## src/rtl/uart_pkg.sv

```systemverilog
// Shared UART definitions: state encoding, word size and default bit period.
// Used by both the receive and transmit paths.
package uart_pkg;

    localparam int UART_DATA_BITS       = 8;
    localparam int CLKS_PER_BIT_DEFAULT = 5208;

    typedef enum logic [2:0] {
        IDLE   = 3'd0,
        START  = 3'd1,
        DATA   = 3'd2,
        PARITY = 3'd3,
        STOP   = 3'd4,
        DONE   = 3'd5
    } uart_state_t;

endpackage

```

## src/rtl/rx_sync_module.sv

```systemverilog
// Two-flop synchronizer for the asynchronous rx pin plus a history flop
// that turns a synchronized high-to-low transition into a one-cycle fall pulse.
module rx_sync_module (
    input  logic sysclk,
    input  logic rst,
    input  logic rx,
    output logic level,
    output logic fall
);

    logic sync_a;
    logic sync_b;
    logic hist;

    // Reset to the idle line level so leaving reset never looks like a start edge.
    always_ff @(posedge sysclk) begin
        if (rst) begin
            sync_a <= 1'b1;
            sync_b <= 1'b1;
            hist   <= 1'b1;
        end else begin
            sync_a <= rx;
            sync_b <= sync_a;
            hist   <= sync_b;
        end
    end

    assign level = sync_b;
    assign fall  = ~sync_b & hist;

endmodule

```

## src/rtl/rx_frame_module.sv

```systemverilog
// UART receive framer: start validation, mid-bit sampling of 8 data bits LSB
// first, optional parity check (macro RX_PARITY_EN), stop check and done strobe.
module rx_frame_module
    import uart_pkg::*;
#(
    parameter int   CLKS_PER_BIT = CLKS_PER_BIT_DEFAULT,
    parameter logic PARITY_MODE  = 1'b0
) (
    input  logic                      sysclk,
    input  logic                      rst,
    input  logic                      rx_en_sig,
    input  logic                      rx,
    output logic [UART_DATA_BITS-1:0] rx_data,
    output logic                      rx_done_sig,
    output logic                      rx_busy,
    output logic                      parity_err,
    output logic                      frame_err
);

    localparam int                CNT_W = $clog2(CLKS_PER_BIT);
    localparam logic [CNT_W-1:0]  HALF  = CNT_W'(CLKS_PER_BIT / 2);
    localparam logic [CNT_W-1:0]  LAST  = CNT_W'(CLKS_PER_BIT - 1);
    localparam logic [3:0]        LAST_BIT = 4'(UART_DATA_BITS - 1);

    uart_state_t               state;
    uart_state_t               state_next;
    logic [CNT_W-1:0]          baud_cnt;
    logic [3:0]                bit_cnt;
    logic [UART_DATA_BITS-1:0] shift;
    logic                      level;
    logic                      fall;
    logic                      mid;

    rx_sync_module u_sync (
        .sysclk (sysclk),
        .rst    (rst),
        .rx     (rx),
        .level  (level),
        .fall   (fall)
    );

    // baud_cnt equals (cycles since T0) mod CLKS_PER_BIT, so every sample lands on HALF.
    assign mid = (baud_cnt == HALF);

    always_ff @(posedge sysclk) begin
        if (rst) begin
            state <= IDLE;
        end else begin
            state <= state_next;
        end
    end

    always_comb begin
        state_next = state;
        if (!rx_en_sig) begin
            state_next = IDLE;
        end else begin
            case (state)
                IDLE:   if (fall) state_next = START;
                START:  if (mid) state_next = level ? IDLE : DATA;
`ifdef RX_PARITY_EN
                DATA:   if (mid && bit_cnt == LAST_BIT) state_next = PARITY;
                PARITY: if (mid) state_next = STOP;
`else
                DATA:   if (mid && bit_cnt == LAST_BIT) state_next = STOP;
`endif
                STOP:   if (mid) state_next = DONE;
                DONE:   state_next = IDLE;
                default: state_next = IDLE;
            endcase
        end
    end

    always_comb begin
        rx_busy     = (state != IDLE);
        rx_done_sig = (state == DONE);
    end

    // Result registers load at the stop sample so they are valid during DONE.
    always_ff @(posedge sysclk) begin
        if (rst) begin
            baud_cnt  <= '0;
            bit_cnt   <= '0;
            shift     <= '0;
            rx_data   <= '0;
            frame_err <= 1'b0;
        end else begin
            if (state == IDLE) begin
                if (fall) begin
                    baud_cnt <= CNT_W'(1);
                    bit_cnt  <= '0;
                end
            end else if (baud_cnt == LAST) begin
                baud_cnt <= '0;
            end else begin
                baud_cnt <= baud_cnt + 1'b1;
            end

            if (rx_en_sig && mid) begin
                if (state == DATA) begin
                    shift   <= {level, shift[UART_DATA_BITS-1:1]};
                    bit_cnt <= bit_cnt + 1'b1;
                end
                if (state == STOP) begin
                    rx_data   <= shift;
                    frame_err <= ~level;
                end
            end
        end
    end

`ifdef RX_PARITY_EN
    logic par_acc;
    logic par_bad;

    always_ff @(posedge sysclk) begin
        if (rst) begin
            par_acc    <= 1'b0;
            par_bad    <= 1'b0;
            parity_err <= 1'b0;
        end else begin
            if (state == IDLE && fall) begin
                par_acc <= 1'b0;
                par_bad <= 1'b0;
            end
            if (rx_en_sig && mid) begin
                if (state == DATA) par_acc <= par_acc ^ level;
                if (state == PARITY) par_bad <= (level != (par_acc ^ PARITY_MODE));
                if (state == STOP) parity_err <= par_bad;
            end
        end
    end
`else
    assign parity_err = 1'b0 & PARITY_MODE;
`endif

endmodule

```

## config.mk

```make
export PLATFORM = sky130hd
export DESIGN_NAME = rx_frame_module
export DESIGN_NICKNAME = d
export VERILOG_FILES = /design/src/rtl/uart_pkg.sv /design/src/rtl/rx_sync_module.sv /design/src/rtl/rx_frame_module.sv
export SDC_FILE = /design/constraint.sdc
export NUM_CORES = 1
export LEC_CHECK = 0
export ABC_CLOCK_PERIOD_IN_PS = 1800
export CORE_UTILIZATION = 51
export DETAILED_ROUTE_END_ITERATION = 6
export PLACE_DENSITY = 0.74
export SYNTH_ARGS = -nofsm -noshare
export SYNTH_HDL_FRONTEND = slang
export SYNTH_HIERARCHICAL = 1
export SYNTH_SLANG_ARGS = --single-unit
```

## constraint.sdc

```tcl
create_clock -name sysclk -period 1.8 [get_ports sysclk]
set_input_delay 0.18 -clock sysclk [delete_from_list [all_inputs] [get_ports sysclk]]
set_output_delay 0.18 -clock sysclk [all_outputs]
set_load 0.1 [all_outputs]
```

==> results of run 1 <==
==> cells in the final DEF, fill, tap and decap left out, types with 3 or more instances in the layout <==
master,count
inv_1,5
o21ai_0,3
nand4b_1,4
dfxtp_1,38
nand4_1,8
nor2b_1,3
or2_1,3
buf_4,35
a21oi_1,28
clkbuf_8,5
xor2_1,3
o21ai_1,7
nor2_1,12
nand2_1,27
nand3_1,28
clkdlybuf4s50_1,3
a31oi_1,6
nor3_1,5
==> power breakdown <==
group	switching, mW	total [mW]	internal [mW]
Combinational	0.0531	0.0839	0.0308
Clock	0.337	0.754	0.417
Sequential	0.00523	0.894	0.888
Total	0.395	1.73	1.34
==> worst min path at each step <==
stage / slack [ns] / startpoint / end
3_5_place_dp: 0.41 / u_sync/sync_a / u_sync/level
3_3_place_gp: 0.39 / u_sync/sync_a / u_sync/level
2_1_floorplan: 0.28 / rst / u_sync/hist
6_report: 0.43 / u_sync/sync_a / u_sync/level
5_1_grt: 0.43 / rx / u_sync/sync_a
4_1_cts: 0.42 / u_sync/sync_a / u_sync/level
==> area by class of cell <==
cell class / instances / share of cell area, %
sequential: 40 / 33.13
timing repair buffer: 40 / 13.68
multi-input combinational: 178 / 44.86
tap: 48 / 2.469
clock buffer: 5 / 2.829
clock inverter: 3 / 1.903
inverter: 6 / 1.132
==> critical path, delay by kind of cell (launching register included) <==
kind | cells | cell delay (ns)
AND/OR/NAND/NOR | 3 | 0.61
flip-flops | 1 | 0.34
multiplexers | 1 | 0.34
buffers and inverters | 2 | 0.19
adder cells (fa/ha/maj) | 1 | 0.12
==> state kept, by name (all words and copies together) (netlist names) <==
register / cells
shift: 8
u_sync/level: 1
rx_data: 8
u_sync/sync_a: 1
state: 3
bit_cnt: 4
u_sync/hist: 1
frame_err: 1
baud_cnt: 13
==> kinds of logic after synthesis <==
family | after synthesis
and+or+nand+nor | 119
AOI/OAI and AO/OA | 49
buffers and inverters | 20
muxes | 2
DFF | 40
other | 1
adders and majority gates | 3
xor gates and xnor gates | 4
==> per-layer routing <==
| metal | track usage, % | wire [um] |
|---|---|---|
| met4 | 8.333 | 70 |
| met2 | 34.34 | 2045 |
| met3 | 5.810 | 156 |
| met5 | 0 | 0 |
| met1 | 30.19 | 2245 |
==> what timing repair did <==
action | CTS | global route
setup endpoints to repair | 2 | 14
pin swaps | 1 | 2
hold buffers | 0 | 0
resized for setup | 2 | 7
buffers inserted | 0 | 3
==> impl_results.md, run 1 <==
* Via count at 1814
* MaxCap Viol Count at 0
* Pre-CTS setup slack at 0.02270 ns
* Final HPWL DP at 3096 um
* Most frequent cells after synthesis: 40 x dfxtp_1, 28 x a21oi_1, 28 x nand3_1, 27 x nand2_1, 12 x nor2_1
* Power consumption at 1.732 mW
* Num ports at 16
* Layout Nets at 278
* Die area at 4157 um^2
* DP Area at 2262 um^2
* WS Path Type: reg2reg
* Pre-antenna DRT Iters at 4
* Max clock buf depth at 2
* Die width at 64.48 um
* Critical path arrival at 1.90 ns
* Post-synthesis average cell area at 8.364 um^2
* R2R cell count at 7
* Largest net degree at the start of global routing at 18
* Clk sinks at 40
* Post-route ant nets at 0
* H-tree depth at 2
* Clock Skews at 0.004676 ns
* CP max stage delay at 0.34 ns
* Fin util at 65.94%
* Drt drc at 0
* Post-Synthesis Cells at 238
* Top-count cell post-synth: dfxtp_1
* Initial antenna violation count at 0
* Final worst setup slack at 0.1103 ns
* Port bufs at 14
* Ys async rst share at 0%
* Global-route wire length before repair at 7120 um
* P_leak at 0.8599 nW
* PwrDens at 712.0 nW/um^2
* Cells after DPL at 309
* Final period util at 93.87%
* Final Setup Violations at 0
* Row count at 22
* Crit path from: baud_cnt[1]
* RSZ-0062 raised after global routing: false
* Worst reg2reg setup slack at 0.11 ns
* Total grt overflow at 0
* Post-synthesis compound-gate area fraction at 13.45%
* Register Area at 805.8 um^2
* Final worst hold slack at 0.4258 ns
* Ratio of cells with drive above 1 in the final layout at 23.16%
* Synth area leaders: dfxtp_1 40%, a21oi_1 7.0%, nand3_1 7.0%
* DRT iter0 DRCs at 176
* GP Congestion at 0.8683
* Initial Util at 53.97%
* VDD IR-drop max at 0.5137 mV
* Syn Nets at 245
* Fin. max-slew vios at 0
* Post-synth EDFFs at 0
* Area of the multi-input gates at 1091 um^2
* Core area at 3689 um^2
* Synth area leader: dfxtp_1
* Wire per inst at 14.12 um
* Antenna Cells at 0
* Worst endpoint required time at 2.01 ns
* Peak Freq at 591.8 MHz
* Hold Path Class: reg2reg
* Maximum fanout along the worst path at 4
* Multiplexer share of the synthesized area at 1.069%
* Main combinational cell family by area after synthesis: simple AND/OR/NAND/NOR gates
* Crit path capture type: register
* Outcome: completed
* Distinct cell type count after synthesis at 51
* Clk slew on worst S/H paths at 0.08 ns
* Yosys warning count at 6
* Vias per Instance at 5.669
* Post-Synth XOR/XNOR Area at 1.760%
* Final non-filler cell total at 320
* P&R area growth vs syn at 22.19%
* Vias in the first global route at 1537
* Top_reg_cell synth: dfxtp_1
* Worst r2r src: baud_cnt[1]
* Total GRT Usage at 22.43%
* Post-synthesis adder-cell area fraction at 1.886%
* Startpoint class of the critical path: register
* Post-Synth Simple-Gate Area at 35.07%
* Fillers at 329
* Clk_lat worst skew at 0.30 ns
* CTS tree: built
* Share of the synthesized area in the top cell type at 40.23%
* Flops & latches, synth at 40
* Worst hold path depth at 1
* Post-synthesis cell area at 1991 um^2
* Final WL at 4517 um
* Crit path to: state[0]
* Fin area at 2432 um^2
* CP cell instances: buf_4, inv_1, ha_1, and4b_1, and4_4, mux2_1, nor4_2
* CP max stage cell: dfxtp_2
* Clk root buf: clkbuf_8
* RR Endpoint: state[0]
* Setup tns final at 0 ns
* Hold Fails Final Rpt at 0
* CTS Buf Count at 5
* Minimum clock period at 1.690 ns
* Die Height at 64.48 um
* Sequential area share after synthesis at 40.23%
Power figures use the tool's default switching activity.
==> run 2: changes to the inputs <==
--- a/config.mk
+++ b/config.mk
@@ -6,9 +6,11 @@
 export NUM_CORES = 1
 export LEC_CHECK = 0
 export ABC_CLOCK_PERIOD_IN_PS = 1800
-export CORE_UTILIZATION = 51
+export CELL_PAD_IN_SITES_DETAIL_PLACEMENT = 1
+export CELL_PAD_IN_SITES_GLOBAL_PLACEMENT = 2
+export CORE_UTILIZATION = 31
 export DETAILED_ROUTE_END_ITERATION = 6
-export PLACE_DENSITY = 0.74
+export PLACE_DENSITY_LB_ADDON = 0.1
 export SYNTH_ARGS = -nofsm -noshare
 export SYNTH_HDL_FRONTEND = slang
 export SYNTH_HIERARCHICAL = 1
==> impl_results.md, run 2 (synthesis gave the netlist of run 1 again) <==
* Outcome: completed
* Final WL at 5623 um
* Fin area at 2490 um^2
* Cells after DPL at 345
* Largest net degree at the start of global routing at 19
* Die width at 82.14 um
* CTS Hold Bufs at 0
* Post-route ant nets at 0
* Vias per Instance at 5.252
* CTS Buf Count at 5
* Initial Util at 32.84%
* Total GRT Usage at 18.29%
* Clk sinks at 40
* P_leak at 0.8872 nW
* MaxCap Viol Count at 0
* Final non-filler cell total at 353
* Max clock buf depth at 2
* H-tree depth at 2
* Hold Fails Final Rpt at 0
* Hold Path Class: reg2reg
* Maximum fanout along the worst path at 5
* Critical path arrival at 1.94 ns
* CP max stage cell: or4_4
* Final Setup Violations at 0
* Power consumption at 1.746 mW
* CP cell instances: ha_2, nand3_2, or4_4, or3_1, a31oi_1
* Peak Freq at 585.3 MHz
* Port bufs at 14
* Clk_lat worst skew at 0.30 ns
* Num ports at 16
* Initial antenna violation count at 0
* Crit path capture type: register
* Clock Skews at 0.008718 ns
* Drt drc at 0
* Total grt overflow at 0
* Startpoint class of the critical path: register
* Final HPWL DP at 4114 um
* Vias in the first global route at 1835
* Fin. max-slew vios at 0
* Die area at 6746 um^2
* Most frequent cells in the layout: 41 x buf_4, 38 x dfxtp_1, 28 x a21oi_1, 28 x nand3_1, 26 x nand2_1
* WS Path Type: reg2reg
* Ratio of cells with drive above 1 in the final layout at 24.82%
* Fin util at 41.08%
* Clk slew on worst S/H paths at 0.09 ns
* Pre-antenna DRT Iters at 4
* P&R area growth vs syn at 25.08%
* PwrDens at 701.2 nW/um^2
* Most flop-heavy register: baud_cnt
* Wire per inst at 15.93 um
* Global-route wire length before repair at 9211 um
* Final period util at 94.93%
* Most common cell after layout, fill and taps aside: buf_4
* Clk root buf: clkbuf_8
* Layout Nets at 284
* CTS tree: built
* DP Area at 2364 um^2
* VDD IR-drop max at 0.3966 mV
* Core area at 6061 um^2
* CTS resizes at 0
* CP max stage delay at 0.50 ns
* Minimum clock period at 1.709 ns
* Biggest regs: baud_cnt: 13 flops, rx_data: 8 flops, shift: 8 flops
* Worst endpoint required time at 2.03 ns
* RSZ-0062 raised after global routing: false
* Row count at 28
* Setup tns final at 0 ns
* DRT iter0 DRCs at 81
* Setup Buffers After CTS at 0
* Fillers at 735
* GP Congestion at 0.8125
* Antenna Cells at 0
* Via count at 1854
* Max reg flops at 13
* Die Height at 82.14 um
* Worst reg2reg setup slack at 0.09 ns
## run 2: cell count changes in the layout (fill, tap and decap cells not counted), sizes merged
cell | previous run | this run
inv | 7 | 6
buf | 37 | 43
clkinv | 0 | 1
## run 2: report_power, final
group | internal (mW) | switching (mW) | leakage, nW
Combinational | 0.0306 | 0.0551 | 0.509
Clock | 0.411 | 0.355 | 0.0541
Sequential | 0.889 | 0.00493 | 0.324
Total | 1.33 | 0.415 | 0.887
## run 2: final timing paths
kind,startpoint,to,cells past startpoint
worst min-delay path,u_sync/sync_a,u_sync/level,1
worst min register to register,u_sync/sync_a,u_sync/level,1
worst max register to register,baud_cnt[0],baud_cnt[10],5
worst max-delay path,baud_cnt[0],baud_cnt[10],5
## run 2: cell type report
| cell class | instances | area, um^2 | share of cell area, % |
|---|---|---|---|
| Inverter | 6 | 27.53 | 1.106 |
| Tap cell | 75 | 93.84 | 3.769 |
| Sequential cell | 40 | 803.3 | 32.26 |
| Clock buffer | 5 | 68.82 | 2.764 |
| Timing Repair Buffer | 46 | 377.9 | 15.18 |
| Multi-Input combinational cell | 178 | 1076 | 43.22 |
| Clock inverter | 3 | 42.54 | 1.709 |
## run 2: through the flow
stage / worst slack (ns) / hold slack [ns]
floorplan: 0.07927 / 0.2771
global placement: 0.06163 / 0.3860
detailed placement: 0.03314 / 0.3995
CTS: 0.01183 / 0.4188
global route: 0.01217 / 0.4316
finish: 0.09135 / 0.4131
## run 2: critical path: cells and delay by family, from the launching register on
family	cells	cell delay (ns)
flops	1	0.37
fa+ha+maj	1	0.22
simple gates	3	0.91
compound gates	1	0.16
## run 2: routing by layer
metal  up-vias  share of wire (%)  track usage [%]
met1       896                 55            26.14
li1        932                  -                -
met4         0                1.0            5.088
met3         4                2.3            3.407
met5         -                  0                0
met2        22                 41            27.85
